[config.mk]
export PLATFORM = sky130hd
export DESIGN_NAME = mm_tile_scheduler
export DESIGN_NICKNAME = d
export VERILOG_FILES = /design/src/rtl/mm_tile_scheduler.sv
export SDC_FILE = /design/constraint.sdc
export NUM_CORES = 1
export LEC_CHECK = 0
export BUFFER_PORTS_ARGS = -buffer_cell sky130_fd_sc_hd__buf_2
export CAP_MARGIN = 20
export CORE_MARGIN = 2
export CORE_UTILIZATION = 50
export CTS_CLUSTER_SIZE = 20
export DETAILED_ROUTE_END_ITERATION = 8
export GPL_TIMING_DRIVEN = 0
export HOLD_SLACK_MARGIN = 0.05
export PLACE_DENSITY = 0.77
export SLEW_MARGIN = 20
export SYNTH_ARGS = -nofsm -noshare
export SYNTH_HDL_FRONTEND = slang
export SYNTH_SLANG_ARGS = --single-unit
[constraint.sdc]
create_clock -name clk -period 4.9 [get_ports clk]
set_input_delay 0.49 -clock clk [delete_from_list [all_inputs] [get_ports clk]]
set_output_delay 0.49 -clock clk [all_outputs]
set_load 0.02 [all_outputs]
[src/rtl/mm_tile_scheduler.sv]
// Tile scheduler for the matmul engine: walks (m,n,k) tiles, ping-pongs two banksets
// between the loader and the PE array, and hands finished output tiles to the drainer.
module mm_tile_scheduler #(
  parameter int T    = 16,
  parameter int DW   = 16,
  parameter int SETS = 2
) (
  input  logic          clk,
  input  logic          rst,
  input  logic          start,
  input  logic          abort,
  input  logic [DW-1:0] cfg_M,
  input  logic [DW-1:0] cfg_N,
  input  logic [DW-1:0] cfg_K,
  input  logic [DW-1:0] cfg_Tm,
  input  logic [DW-1:0] cfg_Tn,
  input  logic [DW-1:0] cfg_Tk,
  output logic          busy,
  output logic          done,
  output logic          err_cfg,
  output logic          aborted,
  output logic          ld_valid,
  input  logic          ld_ready,
  output logic          ld_set,
  output logic [DW-1:0] ld_m0,
  output logic [DW-1:0] ld_n0,
  output logic [DW-1:0] ld_k0,
  output logic [DW-1:0] ld_rows,
  output logic [DW-1:0] ld_cols,
  output logic [DW-1:0] ld_depth,
  input  logic          ld_done,
  input  logic          ld_done_set,
  output logic          cp_valid,
  input  logic          cp_ready,
  output logic          cp_set,
  output logic          cp_first_k,
  output logic          cp_last_k,
  input  logic          cp_done,
  input  logic          cp_done_set,
  output logic          dr_valid,
  input  logic          dr_ready,
  output logic [DW-1:0] dr_m0,
  output logic [DW-1:0] dr_n0,
  output logic [DW-1:0] dr_rows,
  output logic [DW-1:0] dr_cols,
  input  logic          dr_done,
  output logic [DW-1:0] tiles_done
);
  typedef enum logic [2:0] {IDLE, CHECK, RUN, ABORTING, FIN} state_t;
  typedef enum logic [1:0] {S_FREE, S_LOADING, S_FULL, S_COMPUTING} set_st_t;
  typedef struct packed {
    logic          first_k;
    logic          last_k;
    logic [DW-1:0] m0;
    logic [DW-1:0] n0;
    logic [DW-1:0] rows;
    logic [DW-1:0] cols;
  } set_meta_t;

  localparam logic [DW-1:0] TMAX = DW'(T);

  state_t        state, state_nxt;
  set_st_t       set_st [SETS];
  set_meta_t     meta   [SETS];
  logic [DW-1:0] c_m, c_n, c_k, c_tm, c_tn, c_tk;
  logic [DW-1:0] it_m, it_n, it_k;
  logic          all_issued, ld_ptr, cp_ptr, drain_pending, ld_first, ld_last;

  logic          cfg_bad, all_free, quiet, run_fin, abort_fin, ld_elig, cp_elig, cp_done_ok;
  logic [DW:0]   m_nxt, n_nxt, k_nxt;
  logic          m_end, n_end, k_end;
  logic [DW-1:0] rem_m, rem_n, rem_k, rows_c, cols_c, depth_c;

  assign cfg_bad = (c_m == '0) | (c_n == '0) | (c_k == '0) |
                   (c_tm == '0) | (c_tn == '0) | (c_tk == '0) |
                   (c_tm > TMAX) | (c_tn > TMAX) | (c_tk > TMAX);

  // iterator is kept in range by construction, so the remaining extent never underflows
  assign m_nxt   = {1'b0, it_m} + {1'b0, c_tm};
  assign n_nxt   = {1'b0, it_n} + {1'b0, c_tn};
  assign k_nxt   = {1'b0, it_k} + {1'b0, c_tk};
  assign m_end   = m_nxt >= {1'b0, c_m};
  assign n_end   = n_nxt >= {1'b0, c_n};
  assign k_end   = k_nxt >= {1'b0, c_k};
  assign rem_m   = c_m - it_m;
  assign rem_n   = c_n - it_n;
  assign rem_k   = c_k - it_k;
  assign rows_c  = (c_tm < rem_m) ? c_tm : rem_m;
  assign cols_c  = (c_tn < rem_n) ? c_tn : rem_n;
  assign depth_c = (c_tk < rem_k) ? c_tk : rem_k;

  always_comb begin
    all_free = 1'b1;
    for (int s = 0; s < SETS; s++)
      if (set_st[s] != S_FREE) all_free = 1'b0;
  end

  assign quiet      = all_free & ~drain_pending & ~ld_valid & ~cp_valid & ~dr_valid;
  assign run_fin    = all_issued & quiet;
  assign abort_fin  = quiet;
  assign ld_elig    = (state == RUN) & ~abort & ~all_issued & (set_st[ld_ptr] == S_FREE);
  // a fresh first_k compute would clear accumulators the drainer still has to read
  assign cp_elig    = (state == RUN) & ~abort & (set_st[cp_ptr] == S_FULL) &
                      (~meta[cp_ptr].first_k | ~drain_pending);
  assign cp_done_ok = cp_done & (set_st[cp_done_set] == S_COMPUTING);

  always_comb begin
    state_nxt = state;
    unique case (state)
      IDLE:     if (start) state_nxt = CHECK;
      CHECK:    state_nxt = cfg_bad ? FIN : RUN;
      RUN:      if (abort) state_nxt = ABORTING;
                else if (run_fin) state_nxt = FIN;
      ABORTING: if (abort_fin) state_nxt = FIN;
      FIN:      state_nxt = IDLE;
      default:  state_nxt = IDLE;
    endcase
  end

  always_ff @(posedge clk or negedge rst) begin
    if (!rst) state <= IDLE;
    else      state <= state_nxt;
  end

  always_ff @(posedge clk or negedge rst) begin
    if (!rst) begin
      for (int s = 0; s < SETS; s++) begin
        set_st[s] <= S_FREE;
        meta[s]   <= '0;
      end
    end else begin
      for (int s = 0; s < SETS; s++) begin
        unique case (set_st[s])
          S_FREE:
            if (ld_valid && ld_ready && ld_set == 1'(s)) begin
              set_st[s] <= S_LOADING;
              meta[s]   <= {ld_first, ld_last, ld_m0, ld_n0, ld_rows, ld_cols};
            end
          S_LOADING:
            if (ld_done && ld_done_set == 1'(s)) set_st[s] <= S_FULL;
          S_FULL:
            if (cp_valid && cp_ready && cp_set == 1'(s)) set_st[s] <= S_COMPUTING;
            else if (state == ABORTING && !(cp_valid && cp_set == 1'(s))) set_st[s] <= S_FREE;
          S_COMPUTING:
            if (cp_done && cp_done_set == 1'(s)) set_st[s] <= S_FREE;
          default: set_st[s] <= S_FREE;
        endcase
      end
    end
  end

  always_ff @(posedge clk or negedge rst) begin
    if (!rst) begin
      {c_m, c_n, c_k, c_tm, c_tn, c_tk} <= '0;
      {it_m, it_n, it_k} <= '0;
      {all_issued, ld_ptr, cp_ptr, drain_pending, ld_first, ld_last} <= '0;
      {busy, done, err_cfg, aborted} <= '0;
      {ld_valid, ld_set, ld_m0, ld_n0, ld_k0, ld_rows, ld_cols, ld_depth} <= '0;
      {cp_valid, cp_set, cp_first_k, cp_last_k} <= '0;
      {dr_valid, dr_m0, dr_n0, dr_rows, dr_cols} <= '0;
      tiles_done <= '0;
    end else begin
      done <= (state == FIN);
      if (state == IDLE && start) begin
        {c_m, c_n, c_k, c_tm, c_tn, c_tk} <= {cfg_M, cfg_N, cfg_K, cfg_Tm, cfg_Tn, cfg_Tk};
        {it_m, it_n, it_k} <= '0;
        {all_issued, ld_ptr, cp_ptr, drain_pending} <= '0;
        {err_cfg, aborted} <= '0;
        tiles_done <= '0;
        busy       <= 1'b1;
      end else if (state == FIN) begin
        busy <= 1'b0;
      end
      if (state == CHECK && cfg_bad) err_cfg <= 1'b1;
      if (state == RUN && abort)     aborted <= 1'b1;

      if (ld_valid) begin
        if (ld_ready) begin
          ld_valid <= 1'b0;
          ld_ptr   <= ~ld_ptr;
          if (k_end) begin
            it_k <= '0;
            if (n_end) begin
              it_n <= '0;
              if (m_end) all_issued <= 1'b1;
              else       it_m <= m_nxt[DW-1:0];
            end else it_n <= n_nxt[DW-1:0];
          end else it_k <= k_nxt[DW-1:0];
        end
      end else if (ld_elig) begin
        ld_valid <= 1'b1;
        ld_set   <= ld_ptr;
        {ld_m0, ld_n0, ld_k0} <= {it_m, it_n, it_k};
        {ld_rows, ld_cols, ld_depth} <= {rows_c, cols_c, depth_c};
        ld_first <= (it_k == '0);
        ld_last  <= k_end;
      end

      if (cp_valid) begin
        if (cp_ready) begin
          cp_valid <= 1'b0;
          cp_ptr   <= ~cp_ptr;
        end
      end else if (cp_elig) begin
        cp_valid   <= 1'b1;
        cp_set     <= cp_ptr;
        cp_first_k <= meta[cp_ptr].first_k;
        cp_last_k  <= meta[cp_ptr].last_k;
      end

      if (dr_valid && dr_ready) dr_valid <= 1'b0;
      if (cp_done_ok && meta[cp_done_set].last_k && state == RUN) begin
        drain_pending <= 1'b1;
        dr_valid      <= 1'b1;
        {dr_m0, dr_n0} <= {meta[cp_done_set].m0, meta[cp_done_set].n0};
        {dr_rows, dr_cols} <= {meta[cp_done_set].rows, meta[cp_done_set].cols};
      end else if (dr_done && drain_pending) begin
        drain_pending <= 1'b0;
        tiles_done    <= tiles_done + 1'b1;
      end
    end
  end
endmodule

# Word-level counts from Yosys, hierarchy flattened
# Index checks and enable logic that the tools add are counted.
# Widths: inputs -> output; s select.
dict set report classes {
  n_addsub 7
  order_cmp 12
  n_eq_ne 23
  mux 83
  bitwise_logic 36
  reduce_logical 48
}
# op n
set op_table {}
lappend op_table {{$mux 16} 21}
lappend op_table {{$mux 66} 3}
lappend op_table {{$mux 65} 3}
lappend op_table {{$logic_not 16->1} 7}
lappend op_table {{$add 16x16->17} 3}
lappend op_table {{$ge 17x16->1} 3}
lappend op_table {{$gt 16x5->1 const B} 3}
lappend op_table {{$lt 16x16->1} 3}
lappend op_table {{$sub 16x16->16} 3}
lappend op_table {{$mux 2} 19}
lappend op_table {{$mux 1} 29}
lappend op_table {{$logic_and 1x1->1} 21}
lappend op_table {{$add 16x1->16 const B} 1}
lappend op_table {{$ne 2x2->1 const B} 8}
lappend op_table {{$pmux 2 s4} 2}
lappend op_table {{$mux 3} 5}
lappend op_table {{$not 1->1} 13}
lappend op_table {{$eq 2x2->1 const B} 6}
lappend op_table {{$pmux 3 s4} 1}
lappend op_table {{$reduce_bool 2->1} 6}
lappend op_table {{$and 1x1->1} 11}
lappend op_table {{$ne 3x3->1 const B} 3}
lappend op_table {{$or 1x1->1} 9}
lappend op_table {{$reduce_and 2->1} 4}
lappend op_table {{other kinds (12)} 22}
dict set report totals {
  reg_bits 476
  input_bits 108
  output_inout_bits 187
  wordCells 261
}

# Depth between registers and ports, before layout
# Gate-level depths: netlist of the first run.
dict set report depth {
  depth_word 11
  mapped_depth 20
  ltp_nobuf 19
}

# Least setup slack after synthesis of the first run
# OpenSTA, ideal clock, no wires.
dict set report synth_path {
  path_type {flip-flop to flip-flop}
  startpoint {register c_tk[0]}
  endpoint {register it_m[10]}
  setup_time_ps 125
  arrival_ps 4075
  required_ps 4775
  setup_slack_ps 700
  path_stages_with_launch 18
  n_path_buf 1
  synth_period_minus_slack_ps 4200
  cell_sequence {dfrtp_1 -> ha_1 -> fa_1 -> a21oi_1 -> nor2b_1 -> a31o_2 -> o22ai_1 -> o21ai_1 -> a2111oi_0 -> nand3b_1 -> ha_1 -> a21o_1 -> a211oi_1 -> o2111ai_1 -> a31oi_2 -> nand4b_4 -> buf_6 -> mux2_4}
}
dict set report synth_via {
  elab_chain_cells 5
}
# item line
set synth_rtl {}
lappend synth_rtl {{from (decl)} 65} ;# logic [DW-1:0] c_m, c_n, c_k, c_tm, c_tn, c_tk;
lappend synth_rtl {{from (signal assigned)} 165} ;# {c_m, c_n, c_k, c_tm, c_tn, c_tk} <= {cfg_M, cfg_N, cfg_K, cfg_Tm, cfg_Tn, cfg_Tk};
lappend synth_rtl {{$add 16x16->17} 81} ;# assign k_nxt = {1'b0, it_k} + {1'b0, c_tk};
lappend synth_rtl {{$ge 17x16->1} 84} ;# assign k_end = k_nxt >= {1'b0, c_k};
lappend synth_rtl {{$mux 16} 181} ;# if (k_end) begin
lappend synth_rtl {{$mux 16} 178} ;# if (ld_ready) begin
lappend synth_rtl {{$mux 16} 177} ;# if (ld_valid) begin
lappend synth_rtl {{to (signal assigned)} 186} ;# else it_m <= m_nxt[DW-1:0];
lappend synth_rtl {{to (decl)} 66} ;# logic [DW-1:0] it_m, it_n, it_k;
# No other way between the ends.
# A chain may end at the register's enable or synchronous reset.

# Final worst setup path of the first run
dict set report layout_path {
  startpoint {register it_m[1]}
  endpoint {register ld_rows[11]}
}
dict set report layout_via {
  elab_chain_cells 3
}
# item line
set layout_rtl {}
lappend layout_rtl {{$sub 16x16->16 *} 85} ;# assign rem_m = c_m - it_m;
lappend layout_rtl {{$lt 16x16->1} 88} ;# assign rows_c = (c_tm < rem_m) ? c_tm : rem_m;
lappend layout_rtl {{$mux 16 *} 88}
lappend layout_rtl {{to (signal assigned)} 194} ;# {ld_rows, ld_cols, ld_depth} <= {rows_c, cols_c, depth_c};
lappend layout_rtl {{to (decl)} 28} ;# output logic [DW-1:0] ld_rows,
# Mark *: on every way between the ends. The rest lies on a longest branch, timed or not.

==> reports/summary.md, run 1 <==
Clock tree root buffer cell: clkbuf_16. The starting utilization of the core area came out at 0.5082. The register with the most flip-flops in the layout has 132 of them.

For this run, the number of Yosys warnings is 0. The worst path in the final design needs a cycle of 4762 ps, including I/O delays and setup. The fraction of the core area covered by cells at the end of the flow was 0.5972; the clock transition at the registers of the reported paths was 60 ps. The startpoint identified for the worst hold timing path is cfg_Tm[10]. In this run the static leakage power is 15.53 nW. STA puts the critical path data arrival time at 5300 ps.

meta holds more flip-flops than any other register. In the layout the commonest cells are dfrtp_1 (476), nand2_1 (295), buf_2 (295). For the pin with the worst max-slew slack, the measured transition is 1033 ps. After the last flow step, the layout net total stands at 3184.

Post-route clock period utilization: 0.9718. For this design the total switching power over the nets is 4.075 mW. The switching part of the total was 0.3360; the power density over cell area was 403.1 nW/um^2. The run gives 0.347 as the clock network power share. The floorplan step defined a die boundary enclosing 53020 um^2.

The run gives 0.3112 as the headroom to the max-slew limit. The library cell used most frequently in the layout, excluding fill and tap cells, is dfrtp_1. After technology mapping, the gate count stands at 2521. The wire length per cell after detailed routing came out at 22.24 um.

The flow ran to the end, and the final reports show no timing, DRC or antenna violations. The remaining routing DRC violations is 0. The run gives 0.289 as the part of the total power dissipated in combinational logic. The launch instance of the worst register-to-register path was it_m[1].

Pin placement for this block handled 295 I/O pins. The worst min-delay path class is input pin to register. The maximum fanout encountered on the critical timing path works out to 10. The tools report the level count of the clock H-tree as 2.

The multi-input combinational cell area is 12780 um^2. The kind of critical path is register to register. The cell depth of the worst min-delay path was 3.

TritonCTS built the clock tree. STA classifies the critical path endpoint as a register. Buffers placed on the I/O ports in this run total 293.

Across the run, the number of max-cap violations was 0. The count of vias placed by the detailed router came out at 21.22k. The tools report the part of the Yosys area used for sequential elements as 0.4653.

The tools report the clock tree skew after final layout as 16.13 ps. The first global-routing pass estimated 122600 um of wire. Summed over all layers, the routed wires come to 80050 um.

The logs give 109 for the pin count of the biggest net entering global routing and 82 for the number of rows created at floorplan. The run gives 5430 ps as the data required time at the worst endpoint. Registers take 11910 um^2. The maximum VDD drop is 0.2921 mV.

The share of synthesized registers carrying an async set or reset is 1.000, and the number of cells in the design after placement is 3491. In this run, distinct cell masters in the synthesized netlist total 73. The residual antenna-violating net count after detailed routing was 0. The detail-routed via count per cell was 5.894. The first routing iteration left 1672 violations. The logs give 10 for the number of antenna violations at the first check in global routing and 0.364 for the relative contribution of sequential cells to total power. The total routing resource utilization after global routing is 0.3001, and the register bit total from synthesis is 476. The vertical extent of the die was 230.3 um; the number of buffers created by CTS was 51. After global routing the overflow that remains totals 0. The total area inside the core boundary comes to 50380 um^2.

For the placer's final routability congestion estimate, the log shows 1.012. In this run the cell area of the synthesized design comes to 25600 um^2. Detailed placement finished with a half-perimeter wire length of 61820 um. Clock tree synthesis found a total of 476 sinks. The width of the chip came out at 230.3 um. The finished layout holds 3600 standard cells, fillers aside. The highest attainable clock frequency was 210.0 MHz; the final number of hold-violating endpoints was 0. The count of cells along the worst register-to-register path was 19; the number of filler cells placed in the layout was 4193. The worst register-to-register path ends at ld_rows[11]. The destination of the worst hold path is c_tm[10].

The synthesized netlist net count is 2822. The final max-slew violation count is 0. The share of final-layout standard cells stronger than drive strength 1 was 0.2076. The via count of the first global-routing pass was 20.86k. For this run, the leading register cell type out of synthesis is dfrtp_1. The logs give 8 for the number of iterations in the first detailed-routing pass and 8.052 mW for the internal cell power. The mean instance size in the synthesized netlist was 10.15 um^2; the synthesis-to-finish area growth was 17.51%. The final setup violation count came out at 0. Counting along the longest clock path gives a buffer depth of 3. The number of enable-type register cells in the synthesized netlist came out at 0. The tools report the sort of element at the start of the critical path as a register.

The worst setup slack for register-to-register paths came out at 140 ps. The clock reaches the later pin of the worst-skew pair after 610 ps.
==> metrics by stage <==
stage	setup WS, ps	power [mW]	setup TNS, ps	instance area, um^2	hold WS (ps)
2_1_floorplan	700.4	6.671	0	25600	194.4
3_3_place_gp	-6030	7.639	-2832230	27910	465.0
3_5_place_dp	-781.9	7.766	-18740	28050	459.0
4_1_cts	12.69	12.03	0	29970	52.57
5_1_grt	-34.88	12.69	-34.88	30080	84.12
6_report	138.3	12.13	0	30080	77.94
==> worst max-delay path by stage <==
stage,depth (start not counted),endpoint,slack (ps),start
6_report,19,ld_rows[11],140,it_m[1]
5_1_grt,18,ld_rows[11],-30,it_m[1]
3_5_place_dp,18,ld_depth[10],-780,c_k[0]
3_3_place_gp,1,dr_n0[1],-6030,rst
2_1_floorplan,17,it_m[10],700,c_tk[0]
4_1_cts,19,it_n[13],10,it_n[0]
==> routing by layer <==
metal	up-vias	GRT usage	wire, um
met1	10500	0.4041	33920
met2	865	0.4851	36920
met3	172	0.05618	6110
met4	12	0.1087	3015
li1	9669	-	-
met5	-	0	82
==> Yosys cell counts, types with 28 or more instances <==
cell	instances	area, um^2
a21o_1	39	292.8
a21oi_1	152	760.7
a22o_1	32	280.3
clkbuf_1	89	334.1
dfrtp_1	476	11910
ha_1	187	2340
inv_1	160	600.6
mux2_2	164	1847
mux2i_1	98	980.9
nand2_1	295	1107
nand3_1	37	185.2
nand4_1	29	181.4
nor2_1	162	608.1
nor4_1	29	181.4
o21a_1	28	210.2
o21ai_0	213	1066
xnor2_1	48	420.4
xor2_1	28	245.2
==> power groups by stage <==
stage / clock [mW] / combinational [mW] / sequential (mW)
2_1_floorplan: 0 / 2.31 / 4.36
3_3_place_gp: 0 / 3.17 / 4.47
3_5_place_dp: 0 / 3.30 / 4.47
4_1_cts: 4.25 / 3.38 / 4.40
5_1_grt: 4.41 / 3.85 / 4.43
6_report: 4.21 / 3.51 / 4.41
==> worst max-delay path, cell delays in order, from the launching register on <==
cell      delay, ps
dfrtp_1         420
inv_1           220
ha_1            270
nor2b_1         140
o31a_1          280
o221a_2         280
o41ai_2         380
o21bai_1        140
a211o_1         350
nand2b_1        100
ha_1            240
a21o_1          160
a21o_1          170
a21oi_1         190
o21ai_0         150
a21oi_2         250
clkbuf_4        320
mux2i_1         360
nand2_1         130
nand2_1         120
==> final cells by class <==
| cell class | count | area share |
|---|---|---|
| Antenna cell | 4 | 0.0003327 |
| Buffer | 99 | 0.01343 |
| Tap cell | 672 | 0.02795 |
| Sequential cell | 476 | 0.3960 |
| Timing Repair Buffer | 310 | 0.05681 |
| Multi-Input combinational cell | 1785 | 0.4247 |
| Inverter | 160 | 0.01996 |
| Clock buffer | 62 | 0.04546 |
| Clock inverter | 32 | 0.01539 |
==> cells by family after synthesis <==
logic type | count (synthesis) | share of synthesized area
multiplexers | 271 | 0.1157
XOR/XNOR | 76 | 0.02600
AO/OA/AOI/OAI | 588 | 0.1422
adder cells (fa/ha/maj) | 193 | 0.09609
AND/OR/NAND/NOR | 657 | 0.1155
flip-flops | 476 | 0.4653
buffers and inverters | 260 | 0.03915
==> repair_timing <==
item,CTS,global route
hold buffers,2,0
pin swaps,2,2
setup buffers,2,8
gates resized for setup,12,12
endpoints found under the setup margin,71,70
hold endpoints to repair,60,0
No activity file was read; power rests on OpenSTA's default activity.
==> inputs of run 2 (changes only) <==
==> constraint.sdc (replaced) <==
create_clock -name clk -period 4.9 [get_ports clk]
set_input_delay 0.245 -clock clk [delete_from_list [all_inputs] [get_ports clk]]
set_output_delay 0.245 -clock clk [all_outputs]
set_load 0.02 [all_outputs]
==> run 2 against run 1 <==
Combinational power is 3% higher. Worst setup slack better by 22 ps. Clock skew is 0.69 ps higher. Non-clock buffer count is 107 higher. Die area stayed put. Routed wire length is 1.7% higher. Clock power hardly changed. Critical path type unchanged. Largest cell class unchanged.
==> reports/summary.md, run 2 (synthesis results as in run 1) <==
For the met2 capacity usage during global routing, the log shows 0.4967. In the final design database the tool counted 3291 nets. For the number of iterations in the first detailed-routing pass, the log shows 5.

In this run the static leakage power is 15.98 nW. The tools report the final max-slew violation count as 0. At the pin with the least slew margin, the transition time is 1002 ps.

The post-route clock period utilization is 0.9672, and the sink count of the clock tree is 476. The detail-routed via count per cell is 5.880. The flip-flop count of the largest register after layout was 132. The count of cells along the worst register-to-register path was 19; the level count of the clock H-tree was 2. The placeable core area was 50380 um^2.

The worst min-delay path class is input pin to register. TritonCTS built the clock tree. The tightest hold path in the finished design has a slack of 101.7 ps. In the final timing run, aggregate negative setup slack is 0 ps. The origin of the worst setup path was it_m[1].

The number of antenna violations at the first check in global routing is 6, and the number of buffers inserted by port buffering is 293. Vertical extent of the die: 230.3 um. For the part of the total power dissipated in combinational logic, the log shows 0.295.

The residual antenna-violating net count after detailed routing is 0, and the width of the chip is 230.3 um. Internal power comes to 8.118 mW. Clock latency on the worst-skew pair, taken at its later pin, is 610 ps. The smallest clock period supported by the final layout is computed as 4740 ps. The maximum fanout encountered on the critical timing path was 10. Detailed placement ended at an HPWL of 61820 um. Power density over cell area: 392.2 nW/um^2.

The synthesis-to-finish area growth is 21.68%. The remaining routing DRC violations is 0, and the highest attainable clock frequency is 211.0 MHz. The run gives 21.36k as the via count of the first global-routing pass.

Number of DRC markers after the initial detailed-route iteration: 1864. In this run the critical register-to-register path is launched from it_m[1]. At the worst endpoint, the required time is 5430 ps. The tools report the final number of hold-violating endpoints as 0. Entering global routing, the biggest net connects 109 pins. The switching part of the total came out at 0.3355. Counting flops per register, the top entry is meta.

For the worst setup slack for register-to-register paths, the log shows 160 ps. The worst setup path is captured at a register. The run gives 0.361 as the relative contribution of sequential cells to total power. The tree is rooted in a clkbuf_16. At the placement stage, the worst setup path has a slack of -781.9 ps. Across the whole layout, storage elements account for 11910 um^2. Fill cells in the final layout number 4083. The sort of element at the start of the critical path was a register. The fraction of the core area covered by cells at the end of the flow was 0.6183. The kind of critical path is register to register. The tools report the count of vias placed by the detailed router as 21.79k.

The headroom to the max-slew limit was 0.3321; the I/O pin total was 295. Reg-to-reg endpoint: ld_rows[11]. The run gives 51 as the number of buffers created by CTS. The routed wire length came out at 81380 um. The share of final-layout standard cells stronger than drive strength 1 works out to 0.2003. For the starting utilization of the core area, the log shows 0.5082. The first global-routing pass estimated 124500 um of wire. Layer with the highest usage after global routing: met2.

The number of rows created at floorplan is 82. Clock network power share: 0.344. For the clock tree skew after final layout, the log shows 16.82 ps. Leaving out fill and tap cells, the most frequent cell in the layout is dfrtp_1. In the post-route analysis, the smallest setup slack over all paths is 160.5 ps. The tools report the destination of the worst hold path as set_st[2]. Startpoint of the most critical hold path: cp_done.

The flow ran to the end, and the final reports show no timing, DRC or antenna violations. The maximum VDD drop came out at 0.2888 mV. For the placer's final routability congestion estimate, the log shows 1.012. The tools report the total routing resource utilization after global routing as 0.3042. The clock tree buffer depth was 3; the cell depth of the worst min-delay path was 6. The total grt overflow came out at 0.

Dividing the detail-routed wire length by the instance count gives 21.97 um. The die covers 53020 um^2. The tools report the met1 track demand over resource as 0.4087. STA puts the critical path data arrival time at 5270 ps. The multi-input combinational cell area was 12780 um^2; the switching power summed over all nets was 4.099 mW. In the layout the commonest cells are dfrtp_1 (476), nand2_1 (295), buf_2 (295). Setup violations remaining at the end of the flow were counted as 0.

Max-cap violations in this run came to 0. Clock-pin slew was measured on the worst setup and hold paths at 70 ps. The global-route track usage on met3 was 0.05072.
==> run 2: layout make-up <==
class | instances | share of cell area
Tap cell | 672 | 0.02699
Sequential cell | 476 | 0.3824
Multi-Input combinational cell | 1785 | 0.4102
Inverter | 160 | 0.01928
Clock buffer | 62 | 0.04390
Antenna cell | 2 | 0.0001607
Buffer | 99 | 0.01297
Clock inverter | 32 | 0.01486
Timing Repair Buffer | 417 | 0.08926
==> run 2: worst max-delay path, cell delays in order (launching register included) <==
cell	delay (ps)
dfrtp_1	420
inv_1	220
ha_1	270
nor2b_1	140
o31a_1	280
o221a_2	280
o41ai_2	380
o21bai_1	140
a211o_1	350
nand2b_1	100
ha_1	240
a21o_1	160
a21o_1	170
a21oi_1	180
o21ai_0	150
a21oi_2	260
clkbuf_4	320
mux2i_1	370
nand2_1	120
nand2_1	110
==> run 2: through the flow <==
| stage | cell area (um^2) | power (mW) | std cells |
|---|---|---|---|
| 4_1_cts | 31040 | 12.10 | 3696 |
| 5_1_grt | 31150 | 12.78 | 3704 |
| 3_3_place_gp | 27910 | 7.639 | 3486 |
| 6_report | 31150 | 12.22 | 3705 |
| 2_1_floorplan | 25600 | 6.671 | 2521 |
| 3_5_place_dp | 28050 | 7.766 | 3491 |
==> run 2: worst max path at each step <==
stage                   end  slack (ps)  cells past startpoint
4_1_cts            it_n[13]          10                     19
6_report        ld_rows[11]         160                     19
5_1_grt         ld_rows[11]         -30                     18
3_5_place_dp   ld_depth[10]        -780                     18
3_3_place_gp       dr_n0[1]       -5790                      1
2_1_floorplan      it_m[10]         700                     17
==> run 2: power by group through the flow <==
stage	sequential (mW)	combinational (mW)	clock (mW)
after floorplan	4.36	2.31	0
after global placement	4.47	3.17	0
after detailed placement	4.47	3.30	0
after CTS	4.40	3.46	4.25
after global routing	4.43	3.94	4.41
final	4.41	3.60	4.20
==> run 2: timing repair <==
item	CTS	global route
hold endpoints to repair	195	0
pin swaps	2	2
setup endpoints to repair	71	70
resized for setup	12	12
hold buffers	109	0
buffers inserted	2	8
==> run 2: metal layers <==
metal / vias to the layer above / share of wire
met5: - / 0.00066
met4: 8 / 0.038
met3: 173 / 0.073
met2: 922 / 0.47
met1: 10800 / 0.42
li1: 9885 / -
